<file path="src/rtl/cpu_pkg.sv">
// Shared CPU types and constants: ALU operation encoding, datapath width and
// default register-file size.
package cpu_pkg;

  localparam int unsigned XLEN     = 16;
  localparam int unsigned NUM_REGS = 8;

  typedef enum logic [3:0] {
    NAND = 4'd0,
    AND  = 4'd1,
    NOR  = 4'd2,
    OR   = 4'd3,
    ADD  = 4'd4,
    SUB  = 4'd5,
    XOR  = 4'd6,
    SL   = 4'd7,
    SR   = 4'd8
  } alu_func_e;

endpackage

</file>
<file path="src/rtl/regfile.sv">
// Architectural register file: two operand read ports, a debug read port and
// one synchronous write port. r0 always reads as zero and ignores writes.
module regfile import cpu_pkg::*; #(
  parameter int unsigned NUM_REGS = cpu_pkg::NUM_REGS,
  parameter int unsigned RA_W     = $clog2(NUM_REGS)
) (
  input  logic            i_clk,
  input  logic            i_rst,
  input  logic [RA_W-1:0] i_ra1,
  output logic [XLEN-1:0] o_rd1,
  input  logic [RA_W-1:0] i_ra2,
  output logic [XLEN-1:0] o_rd2,
  input  logic [RA_W-1:0] i_dbg_addr,
  output logic [XLEN-1:0] o_dbg_data,
  input  logic            i_wen,
  input  logic [RA_W-1:0] i_waddr,
  input  logic [XLEN-1:0] i_wdata
);

  logic [XLEN-1:0] r_regs [NUM_REGS];

  always_ff @(posedge i_clk) begin
    if (i_rst) begin
      for (int i = 0; i < NUM_REGS; i++) begin
        r_regs[i] <= '0;
      end
    end else if (i_wen && (i_waddr != '0)) begin
      r_regs[i_waddr] <= i_wdata;
    end
  end

  assign o_rd1      = (i_ra1 == '0)      ? '0 : r_regs[i_ra1];
  assign o_rd2      = (i_ra2 == '0)      ? '0 : r_regs[i_ra2];
  assign o_dbg_data = (i_dbg_addr == '0) ? '0 : r_regs[i_dbg_addr];

endmodule

</file>
<file path="src/rtl/operand_stage.sv">
// Issue/execute stage: accepts decoded ops, reads operands (with bypass from
// the retiring ALU result) into a single-entry execute slot, and writes back.
module operand_stage import cpu_pkg::*; #(
  parameter int unsigned NUM_REGS = cpu_pkg::NUM_REGS,
  parameter int unsigned RA_W     = $clog2(NUM_REGS)
) (
  input  logic            i_clk,
  input  logic            i_rst,
  input  logic            i_dec_valid,
  output logic            o_dec_ready,
  input  alu_func_e       i_dec_func,
  input  logic [RA_W-1:0] i_dec_rs1,
  input  logic [RA_W-1:0] i_dec_rs2,
  input  logic            i_dec_use_imm,
  input  logic [XLEN-1:0] i_dec_imm,
  input  logic [RA_W-1:0] i_dec_rd,
  input  logic            i_dec_wen,
  input  logic            i_flush,
  output alu_func_e       o_alu_func,
  output logic [XLEN-1:0] o_alu_a,
  output logic [XLEN-1:0] o_alu_b,
  input  logic [XLEN-1:0] i_alu_out,
  output logic            o_ex_valid,
  input  logic            i_ex_ready,
  output logic            o_wb_en,
  output logic [RA_W-1:0] o_wb_rd,
  output logic [XLEN-1:0] o_wb_data,
  input  logic [RA_W-1:0] i_dbg_addr,
  output logic [XLEN-1:0] o_dbg_data
);

  logic            r_ex_valid;
  alu_func_e       r_ex_func;
  logic [XLEN-1:0] r_ex_a;
  logic [XLEN-1:0] r_ex_b;
  logic [RA_W-1:0] r_ex_rd;
  logic            r_ex_wen;

  logic            w_retire;
  logic            w_accept;
  logic            w_dec_ready;
  logic            w_wb_en;
  logic [XLEN-1:0] w_rf_rs1;
  logic [XLEN-1:0] w_rf_rs2;
  logic [XLEN-1:0] w_op_a;
  logic [XLEN-1:0] w_op_b;

  regfile #(
    .NUM_REGS (NUM_REGS),
    .RA_W     (RA_W)
  ) u_regfile (
    .i_clk      (i_clk),
    .i_rst      (i_rst),
    .i_ra1      (i_dec_rs1),
    .o_rd1      (w_rf_rs1),
    .i_ra2      (i_dec_rs2),
    .o_rd2      (w_rf_rs2),
    .i_dbg_addr (i_dbg_addr),
    .o_dbg_data (o_dbg_data),
    .i_wen      (w_wb_en),
    .i_waddr    (r_ex_rd),
    .i_wdata    (i_alu_out)
  );

  // Source select: r0 is zero, a same-cycle write-back wins over the stored value.
  function automatic logic [XLEN-1:0] read_src(input logic [RA_W-1:0] idx,
                                                input logic [XLEN-1:0] rf_val,
                                                input logic            wb_en,
                                                input logic [RA_W-1:0] wb_rd,
                                                input logic [XLEN-1:0] wb_val);
    if (idx == '0) begin
      return '0;
    end else if (wb_en && (wb_rd == idx)) begin
      return wb_val;
    end
    return rf_val;
  endfunction

  always_comb begin
    w_retire    = r_ex_valid & i_ex_ready & ~i_flush;
    // Reset takes precedence over a retiring write.
    w_wb_en     = w_retire & r_ex_wen & (r_ex_rd != '0) & ~i_rst;
    w_dec_ready = (~r_ex_valid | i_ex_ready) & ~i_flush;
    w_accept    = i_dec_valid & w_dec_ready;
    w_op_a      = read_src(i_dec_rs1, w_rf_rs1, w_wb_en, r_ex_rd, i_alu_out);
    w_op_b      = i_dec_use_imm ? i_dec_imm
                                : read_src(i_dec_rs2, w_rf_rs2, w_wb_en, r_ex_rd, i_alu_out);
  end

  always_ff @(posedge i_clk) begin
    if (i_rst) begin
      r_ex_valid <= 1'b0;
      r_ex_func  <= ADD;
      r_ex_a     <= '0;
      r_ex_b     <= '0;
      r_ex_rd    <= '0;
      r_ex_wen   <= 1'b0;
    end else if (i_flush) begin
      r_ex_valid <= 1'b0;
    end else if (w_accept) begin
      r_ex_valid <= 1'b1;
      r_ex_func  <= i_dec_func;
      r_ex_a     <= w_op_a;
      r_ex_b     <= w_op_b;
      r_ex_rd    <= i_dec_rd;
      r_ex_wen   <= i_dec_wen;
    end else if (i_ex_ready) begin
      r_ex_valid <= 1'b0;
    end
  end

  assign o_dec_ready = w_dec_ready;
  assign o_alu_func  = r_ex_func;
  assign o_alu_a     = r_ex_a;
  assign o_alu_b     = r_ex_b;
  assign o_ex_valid  = r_ex_valid;
  assign o_wb_en     = w_wb_en;
  assign o_wb_rd     = r_ex_rd;
  assign o_wb_data   = i_alu_out;

endmodule

</file>
<file path="config.mk">
export PLATFORM = sky130hd
export DESIGN_NAME = operand_stage
export DESIGN_NICKNAME = d
export VERILOG_FILES = /design/src/rtl/cpu_pkg.sv /design/src/rtl/regfile.sv /design/src/rtl/operand_stage.sv
export SDC_FILE = /design/constraint.sdc
export NUM_CORES = 1
export LEC_CHECK = 0
export ABC_AREA = 1
export CAP_MARGIN = 20
export CORE_MARGIN = 4
export CORE_UTILIZATION = 44
export CTS_CLUSTER_DIAMETER = 120
export DETAILED_ROUTE_END_ITERATION = 10
export PLACE_DENSITY_LB_ADDON = 0.08
export SLEW_MARGIN = 20
export SYNTH_ARGS = -nofsm -noshare
export SYNTH_HDL_FRONTEND = slang
export SYNTH_SLANG_ARGS = --single-unit
</file>
<file path="constraint.sdc">
create_clock -name i_clk -period 5.4 [get_ports i_clk]
set_input_delay 0.81 -clock i_clk [delete_from_list [all_inputs] [get_ports i_clk]]
set_output_delay 0.81 -clock i_clk [all_outputs]
set_load 0.005 [all_outputs]
</file>
* After elaboration in Yosys (flattened, before gate mapping) *
Memory sizes are Yosys's and may differ from the RTL's.
Index checks and enable logic that the tools add are counted.

cells by class
  equality and inequality tests = 2
  muxes and demuxes = 24
  bitwise gates (word level) = 11
  reductions and logical operators = 11

operators with widths
  cell               count
  $mux 16            11
  $reduce_or 16->1   1
  $mux 1             12
  $logic_not 3->1    3
  $and 1x1->1        7
  $eq 3x3->1         2
  $logic_and 1x1->1  3
  $mux 3             1
  $not 1->1          3
  $reduce_bool 3->1  1
  $reduce_and 2->1   1
  $reduce_bool 2->1  1
  $reduce_or 2->1    1
  $or 1x1->1         1

word-level totals
  flip-flop bits (word level) = 41
  RAM bits = 128
  output and inout port bits = 74
  logic and storage cells = 55
  memories kept = 1

memory list
  name              words  bits a word  rd ports  clocked after Yosys merged registers in  write ports  line           text
  u_regfile.r_regs  8      16           3         0                                        8            regfile.sv:20  logic [XLEN-1:0] r_regs [NUM_REGS];

* Logic depth before layout (Yosys ltp) *
Gate-level depths: netlist (run 1).

  depth after elaboration = 11
  mapped depth = 11

* Modules after synthesis *
Synthesis (run 1) repeated with hierarchy kept, for this count alone.

unflattened totals
  cells, all modules = 1638
  area total of the unflattened synthesis = 11153.2 sq um

modules (own cells, without submodules)
  module         times used  cells an instance  area an instance (sq um)  seq. area each (sq um)
  regfile        1           1267               8704.6                    3843.7
  operand_stage  1           371                2448.6                    820.8

* Least setup slack after synthesis (run 1) *
No wires, ideal clock.

  path type = input to output
  start point = in i_dbg_addr[0]
  end point = out o_dbg_data[10]
  data arrival time = 1.711 ns
  data required time = 4.590 ns
  path slack = 2.879 ns
  stages = 7
  cell sequence = inv_1 buf_2 clkbuf_1 nor2_1 o22ai_1 inv_1 o21ai_0

on the way
  word-level cells in the longest chain between the ends = 2

RTL lines
  element                                          line                 text
  from (decl)                                      operand_stage.sv:28  input logic [RA_W-1:0] i_dbg_addr,
  $mem_v2 8x16 or $logic_not 3->1 (tied branches)  --
  $mux 16 *                                        regfile.sv:34        assign o_dbg_data = (i_dbg_addr == '0) ? '0 : r_regs[i_dbg_addr];
  to (decl)                                        operand_stage.sv:29  output logic [XLEN-1:0] o_dbg_data

Every way passes the cells marked *; elsewhere a longest branch is shown, timed or not.

* Worst setup path after layout (run 1) *
  start point = in i_dbg_addr[0]
  end point = out o_dbg_data[15]

Same word-level chain as after synthesis.

==> results of run 1 <==
## flip-flops by register name, summed over array words and instances, names as in the netlist
name,cells
r_ex_wen,1
u_regfile.r_regs,128
o_alu_func,4
o_alu_a,16
o_wb_rd,3
o_ex_valid,1
o_alu_b,16
## critical path, stage by stage
cell             delay, ns
buf_2                 0.50
inv_1                 0.31
buf_4                 0.36
nand3_1               0.42
o21ai_0               0.17
a31oi_1               0.22
clkdlybuf4s50_1       0.54
## cell families (layout without fill, tap and decap cells)
kind of cell,count (synthesis),count (layout),synth area share (%)
compound gates,277,277,14.5
xor+xnor,2,2,0.171
buf+inv,211,279,9.26
flops,169,169,45.4
other cells,1,17,0.0365
simple gates,762,762,30.6
## final timing paths
check / end / slack (ns) / cells past startpoint
max: o_dbg_data[15] / 1.24 / 7
min: o_alu_a[7] / 0.46 / 2
max reg2reg: u_regfile.r_regs[2][4] / 2.43 / 7
min reg2reg: o_alu_a[7] / 0.46 / 2
## synth_stat cells
cell type / n / area share [%]
o21ai_1: 1 / 0.049
nand3_4: 1 / 0.17
a31oi_2: 1 / 0.12
buf_2: 47 / 2.3
buf_1: 9 / 0.33
clkinv_1: 11 / 0.40
inv_2: 6 / 0.22
o211ai_1: 24 / 1.8
nor2_4: 2 / 0.22
inv_4: 1 / 0.061
nand2_1: 382 / 14
nand3_1: 156 / 7.6
dfxtp_1: 41 / 8.0
a21oi_1: 91 / 4.4
nand3b_1: 3 / 0.22
edfxtp_1: 128 / 37
nor2_1: 207 / 7.6
o22ai_1: 9 / 0.55
a31oi_1: 12 / 0.73
nand2_2: 4 / 0.24
clkbuf_1: 36 / 1.3
inv_1: 79 / 2.9
a21oi_2: 1 / 0.085
o21ai_0: 136 / 6.6
conb_1: 1 / 0.037
a21boi_1: 1 / 0.073
xor2_1: 1 / 0.085
buf_6: 4 / 0.44
nand3_2: 5 / 0.49
xnor2_1: 1 / 0.085
o21a_1: 1 / 0.073
nor2_2: 2 / 0.12
buf_4: 18 / 1.3
## layer usage
metal  global-route usage [%]  up-vias  part of all wire [%]
li1                         -     4844                     -
met1                     36.7     4771                    39
met2                     47.9      557                    48
met3                     4.88      117                   8.6
met4                     13.5        0                   4.8
met5                        0        -                     0
## final cells by class
| class | count | area share, % |
|---|---|---|
| antenna | 1 | 0.0206 |
| clock buffer | 19 | 3.82 |
| clock inverter | 13 | 0.865 |
| inverter | 97 | 3.02 |
| multi-input combinational | 1057 | 38.8 |
| sequential | 169 | 38.4 |
| tap | 313 | 3.22 |
| timing repair buffer | 150 | 11.9 |
## metrics by stage
stage	power, W	utilization [%]	hold slack (ns)	area [um2]	setup WS (ns)
detailed placement	0.00207	50.7	0.456	11600	1.28
finish	0.00326	53.4	0.464	12200	1.24
global route	0.00338	53.4	0.484	12200	1.01
global placement	0.00207	50.7	0.453	11600	1.32
CTS	0.00326	53.2	0.467	12100	1.26
floorplan	0.00182	-	0.446	10300	2.88
## where the power goes
part	switching (W)	internal (W)	leakage (nW)
combinational	0.000352	0.000211	3.08
clock	0.000567	0.000640	0.286
sequential	0.0000395	0.00145	1.65
==> impl_metrics.env, run 1 <==
export IMPL_cts_tree="yes"
export IMPL_ys_seq_area_share_pct=45.4
export IMPL_finalSetupTns_ns=0
export IMPL_cts_sinks=169
export IMPL_stdcell_count=1819
export IMPL_avgSynthCellArea_um2=7.22
export IMPL_grt_first_pass_wirelength_um=56900
export IMPL_cp_max_fo=47
export IMPL_timing_slew_headroom_pct=29.5
export IMPL_layout_commonest_cell="nand2_1"
export IMPL_core_um2=22800
export IMPL_dieArea_um2=25800
export IMPL_clk_latency_ns=0.44
export IMPL_hp_start="o_alu_a[7]"
export IMPL_grt_max_degree=84
export IMPL_cts_root_buffer="clkbuf_16"
export IMPL_die_y_um=161
export IMPL_port_buffers=128
export IMPL_drc_errors=0
export IMPL_syn_inst=1422
export IMPL_hold_violations=0
export IMPL_cts_max_path_buffers=2
export IMPL_vias=10300
export IMPL_vdd_drop_max_mv=0.195
export IMPL_grt_overflow=0
export IMPL_required_ns=4.59
export IMPL_cts_setup_buffers=0
export IMPL_yosysWarnings=0
export IMPL_placed_cells=1785
export IMPL_area_growth_syn_to_layout_pct=18.4
export IMPL_period_minus_slack_ns=4.16
export IMPL_period_share_pct=77.0
export IMPL_grt_pass1_vias=9592
export IMPL_worstHoldPathType="register to register"
export IMPL_cts_resized=0
export IMPL_final_setup_viol_count=0
export IMPL_drt_iter0_markers=1204
export IMPL_layout_common_cells="nand2_1, nor2_1, nand3_1, o21ai_0, edfxtp_1"
export IMPL_slew_violations=0
export IMPL_io_pins=129
export IMPL_clk_pin_slew_ns=0.07
export IMPL_rows=55
export IMPL_start_util_pct=45.1
export IMPL_fin_nets=1547
export IMPL_outcome="finished, final reports clean"
export IMPL_die_w_um=161
export IMPL_routabilityCongestion=0.924
export IMPL_critPathArrivalTime_ns=3.35
export IMPL_netlist_cell_type_count=33
export IMPL_startpoint="i_dbg_addr[0]"
export IMPL_r2r_start="o_wb_rd[1]"
export IMPL_max_freq_mhz=240
export IMPL_antenna_found_initial=1
export IMPL_leakagePower_nw=5.02
export IMPL_rsz0062_at_grt="false"
export IMPL_ctsHoldBuffers=0
export IMPL_worstSetupPathType="input port to output port"
export IMPL_ys_ff_latch=169
export IMPL_maxCapViolations=0
export IMPL_htree_levels=4
export IMPL_finClkSkew_ns=0.0100
export IMPL_wire_per_inst_um=20.8
export IMPL_fillCellCount=2207
export IMPL_endpoint_kind="output port"
export IMPL_track_usage_pct=28.8
export IMPL_cts_made_buffers=17
export IMPL_cp_start_kind="input port"
export IMPL_pwr_density_cell_nw_per_um2=268
export IMPL_routed_wl_um=37900
export IMPL_hpwl_um=24000
export IMPL_register_area_um2=4660
export IMPL_tightest_slew_ns=1.05
export IMPL_drive_gt1_share_pct=5.38
export IMPL_syn_area_um2=10300
export IMPL_drtAntennaViolNets=0
export IMPL_multi_input_area_um2=4710
export IMPL_drtPass1Iterations=8
export IMPL_vias_per_cell=5.66
Power figures use the tool's default switching activity.
==> inputs of run 2 (changes only) <==
Clock period 5.4 ns to 4.2 ns, I/O delays scaled along.
==> impl_metrics.env, run 2 (synthesized netlist as in run 1, its figures left out) <==
export IMPL_drtAntennaViolNets=0
export IMPL_cts_setup_buffers=0
export IMPL_required_ns=3.57
export IMPL_area_growth_syn_to_layout_pct=19.8
export IMPL_track_usage_pct=28.9
export IMPL_die_y_um=161
export IMPL_hold_violations=0
export IMPL_io_pins=129
export IMPL_register_area_um2=4660
export IMPL_drc_errors=0
export IMPL_regMostFlops="u_regfile.r_regs"
export IMPL_multi_input_area_um2=4710
export IMPL_cts_tree="yes"
export IMPL_routed_wl_um=37800
export IMPL_layout_common_cells="nand2_1, nor2_1, nand3_1, o21ai_0, edfxtp_1"
export IMPL_cts_max_path_buffers=2
export IMPL_r2r_cells=6
export IMPL_cp_endpoint="o_dbg_data[1]"
export IMPL_wire_per_inst_um=20.6
export IMPL_leakagePower_nw=5.11
export IMPL_clk_latency_ns=0.44
export IMPL_cp_start_kind="input port"
export IMPL_hpwl_um=24700
export IMPL_cts_root_buffer="clkbuf_16"
export IMPL_startpoint="i_dbg_addr[1]"
export IMPL_port_buffers=128
export IMPL_critPathArrivalTime_ns=2.92
export IMPL_placed_area_um2=11700
export IMPL_endpoint_kind="output port"
export IMPL_routabilityCongestion=0.896
export IMPL_period_minus_slack_ns=3.55
export IMPL_drive_gt1_share_pct=6.12
export IMPL_cts_resized=0
export IMPL_cp_max_fo=39
export IMPL_clk_pin_slew_ns=0.07
export IMPL_htree_levels=4
export IMPL_period_share_pct=84.5
export IMPL_fin_nets=1561
export IMPL_max_freq_mhz=282
export IMPL_core_um2=22800
export IMPL_outcome="finished, final reports clean"
export IMPL_antenna_found_initial=2
export IMPL_dieArea_um2=25800
export IMPL_vias=10300
export IMPL_vias_per_cell=5.65
export IMPL_timing_slew_headroom_pct=36.0
export IMPL_grt_first_pass_wirelength_um=57600
export IMPL_cts_sinks=169
export IMPL_drt_iter0_markers=1406
export IMPL_grt_overflow=0
export IMPL_finalInstanceArea_um2=12300
export IMPL_final_setup_viol_count=0
export IMPL_rsz0062_at_grt="false"
export IMPL_vdd_drop_max_mv=0.297
export IMPL_layout_commonest_cell="nand2_1"
export IMPL_finalSetupTns_ns=0
export IMPL_fillCellCount=2229
export IMPL_die_w_um=161
export IMPL_slew_violations=0
export IMPL_start_util_pct=45.1
export IMPL_cts_made_buffers=17
export IMPL_maxCapViolations=0
export IMPL_whs_ns=0.467
export IMPL_r2r_slack_ns=1.48
export IMPL_grt_max_degree=84
export IMPL_largest_reg_flops=128
export IMPL_r2r_start="o_wb_rd[1]"
export IMPL_grt_pass1_vias=9807
export IMPL_ctsHoldBuffers=0
export IMPL_pwr_density_cell_nw_per_um2=352
export IMPL_worstReg2RegEnd="u_regfile.r_regs[6][15]"
export IMPL_finClkSkew_ns=0.00996
export IMPL_tightest_slew_ns=0.956
export IMPL_rows=55
export IMPL_worstSetupPathType="input port to output port"
export IMPL_worstHoldPathType="register to register"
export IMPL_drtPass1Iterations=6
run 2: changes by cell type in the layout (fill, tap and decap cells not counted), sizes merged:
cell	before	now
buf	25	39
clkinv	17	12
inv	93	92
clkinvlp	0	1
clkbuf	19	23
bufinv	0	1
run 2: worst max-delay path, cell delays in order:
cell             delay, ns
clkdlybuf4s50_1       0.48
buf_4                 0.47
o21ai_0               0.15
o21ai_0               0.35
o21ai_0               0.14
a31oi_1               0.17
clkdlybuf4s50_1       0.51
run 2: worst min-delay path by stage:
| stage | start | to | slack (ns) | cells past startpoint |
|---|---|---|---|---|
| after floorplan | r_ex_wen | r_ex_wen | 0.45 | 2 |
| final | o_alu_a[7] | o_alu_a[7] | 0.47 | 2 |
| after CTS | o_alu_a[13] | o_alu_a[13] | 0.47 | 2 |
| after global routing | o_alu_a[3] | o_alu_a[3] | 0.49 | 2 |
| after detailed placement | o_alu_a[7] | o_alu_a[7] | 0.46 | 2 |
| after global placement | o_alu_func[3] | o_alu_func[3] | 0.45 | 2 |
run 2: metrics by stage:
stage | cells | total power [W] | utilization, % | setup WS [ns]
4_1_cts | 1832 | 0.00433 | 54.0 | 0.659
2_1_floorplan | 1437 | 0.00234 | - | 1.90
6_report | 1833 | 0.00433 | 54.0 | 0.653
5_1_grt | 1833 | 0.00448 | 54.0 | 0.489
3_5_place_dp | 1800 | 0.00267 | 51.2 | 0.672
3_3_place_gp | 1800 | 0.00267 | 51.2 | 0.671
run 2: final cells by class:
| type | instances | area share (%) |
|---|---|---|
| clock buffer | 23 | 4.32 |
| clock inverter | 9 | 0.763 |
| inverter | 97 | 2.98 |
| multi-input combinational | 1057 | 38.3 |
| timing repair buffer | 164 | 12.5 |
| tap | 313 | 3.19 |
| antenna | 1 | 0.0204 |
| sequential | 169 | 37.9 |
run 2: metal layers:
| layer | vias up | wire length, um | track usage (%) |
|---|---|---|---|
| met5 | - | 13 | 0 |
| met4 | 2 | 1650 | 12.8 |
| met3 | 105 | 3210 | 4.00 |
| met2 | 542 | 18300 | 48.7 |
| met1 | 4845 | 14500 | 37.2 |
| li1 | 4855 | - | - |
run 2: report_power, final:
part | switching (W) | internal [W]
logic | 0.000451 | 0.000276
registers | 0.0000504 | 0.00187
clock network | 0.000718 | 0.000966
==> inputs of run 3 (changes only) <==
Clock period 4.2 ns to 3.2 ns, I/O delays scaled along.
==> impl_metrics.env, run 3 (synthesized netlist as in run 1, its figures left out) <==
export IMPL_outcome="finished, final reports clean"
export IMPL_dieArea_um2=25800
export IMPL_clk_latency_ns=0.44
export IMPL_grt_overflow=0
export IMPL_worstSetupPathType="input port to output port"
export IMPL_drtPass1Iterations=6
export IMPL_port_buffers=128
export IMPL_htree_levels=4
export IMPL_rows=55
export IMPL_path_cells="clkdlybuf4s50_1 > clkinv_1 > buf_12 > a21oi_1 > o21ai_0 > nand3_1 > nand2_1 > a31oi_1 > clkdlybuf4s50_1"
export IMPL_endpoint_kind="output port"
export IMPL_period_share_pct=92.1
export IMPL_finClkSkew_ns=0.0133
export IMPL_grt_max_degree=84
export IMPL_wire_per_inst_um=19.5
export IMPL_cp_max_fo=27
export IMPL_vdd_drop_max_mv=0.345
export IMPL_io_pins=129
export IMPL_cts_setup_buffers=0
export IMPL_finalSetupTns_ns=0
export IMPL_drive_gt1_share_pct=6.86
export IMPL_leakagePower_nw=5.17
export IMPL_grtUsageMet3_pct=3.49
export IMPL_pwr_density_cell_nw_per_um2=452
export IMPL_layout_commonest_cell="nand2_1"
export IMPL_slowest_stage="clkdlybuf4s50_1"
export IMPL_largest_reg_flops=128
export IMPL_hpwl_um=24600
export IMPL_maxCapViolations=0
export IMPL_cts_resized=0
export IMPL_drtAntennaViolNets=0
export IMPL_track_usage_pct=27.5
export IMPL_worstHoldPathType="register to register"
export IMPL_antenna_found_initial=0
export IMPL_routabilityCongestion=0.920
export IMPL_clk_pin_slew_ns=0.06
export IMPL_cts_sinks=169
export IMPL_core_um2=22800
export IMPL_max_freq_mhz=339
export IMPL_rsz0062_at_grt="false"
export IMPL_grt_use_met2_pct=47.4
export IMPL_grt_first_pass_wirelength_um=55200
export IMPL_slew_violations=0
export IMPL_period_minus_slack_ns=2.95
export IMPL_tightest_slew_ns=0.842
export IMPL_diodes=0
export IMPL_required_ns=2.72
export IMPL_routed_wl_um=35900
export IMPL_grt_busiest_layer="met2"
export IMPL_vias=10200
export IMPL_final_setup_viol_count=0
export IMPL_cts_root_buffer="clkbuf_16"
export IMPL_layout_common_cells="nand2_1, nor2_1, nand3_1, o21ai_0, edfxtp_1"
export IMPL_crit_buf_inv=4
export IMPL_cp_common_cell="clkdlybuf4s50_1"
export IMPL_die_w_um=161
export IMPL_regMostFlops="u_regfile.r_regs"
export IMPL_cts_tree="yes"
export IMPL_critPathArrivalTime_ns=2.47
export IMPL_finalPower_w=0.00562
export IMPL_timing_slew_headroom_pct=43.7
export IMPL_use_met1_pct=33.5
export IMPL_cts_max_path_buffers=2
export IMPL_area_growth_syn_to_layout_pct=21.0
export IMPL_cts_made_buffers=17
export IMPL_drt_iter0_markers=1036
export IMPL_worst_path_largest_cell_delay_ns=0.54
export IMPL_hold_violations=0
export IMPL_start_util_pct=45.1
export IMPL_crit_family="buffers and inverters"
export IMPL_utilization_pct=54.5
export IMPL_fin_nets=1572
export IMPL_ctsHoldBuffers=0
export IMPL_vias_per_cell=5.54
export IMPL_drc_errors=0
export IMPL_cp_start_kind="input port"
export IMPL_die_y_um=161
export IMPL_fillCellCount=2200
export IMPL_grt_pass1_vias=9769
run 3: cell types whose count changed in the layout (fill, tap and decap cells not counted), sizes merged:
cell      delta
clkinv       +1
clkbuf       -4
buf         +11
diode        -1
clkinvlp     -1
inv          +4
run 3: final timing paths:
| kind | from | endpoint | cells past startpoint | slack (ns) |
|---|---|---|---|---|
| max | i_dbg_addr[1] | o_dbg_data[14] | 9 | 0.25 |
| min | o_alu_a[0] | o_alu_a[0] | 2 | 0.46 |
| max reg2reg | o_wb_rd[2] | u_regfile.r_regs[7][8] | 7 | 1.05 |
| min reg2reg | o_alu_a[0] | o_alu_a[0] | 2 | 0.46 |
run 3: per-layer routing:
layer	routed length (um)	up-vias	share of wire [%]
li1	-	4893	-
met1	14100	4802	39
met2	17700	428	49
met3	2390	95	6.7
met4	1750	0	4.9
met5	0	-	0
run 3: layout make-up:
type	count	area, um2	share of cell area (%)
Multi-Input combinational cell	1057	4710	37.9
Sequential cell	169	4660	37.6
Timing Repair Buffer	175	1680	13.5
Clock buffer	19	464	3.74
Tap cell	313	392	3.15
Inverter	97	367	2.95
Clock inverter	13	143	1.15
run 3: worst reg2reg max path: stages (launching register included):
cell and delay [ns]:
dfxtp_1 0.50, inv_2 0.13, nand3_2 0.10, nand3_4 0.11
nor2_4 0.18, nand2_2 0.32, nand2_1 0.15, buf_4 0.33
run 3: through the flow:
stage               setup slack [ns]  instance area, um2  std cells  hold WS [ns]
floorplan                       1.05               10300       1437         0.446
global route                   0.122               12400       1843         0.486
global placement               0.242               11800       1811         0.454
detailed placement             0.242               11800       1811         0.455
finish                         0.252               12400       1843         0.464
CTS                            0.229               12400       1843         0.465
run 3: where the power goes:
| group | internal, W | switching (W) | total (W) |
|---|---|---|---|
| sequential | 0.00245 | 0.0000690 | 0.00252 |
| clock | 0.00118 | 0.000965 | 0.00214 |
| combinational | 0.000378 | 0.000579 | 0.000957 |
| total | 0.00400 | 0.00161 | 0.00562 |
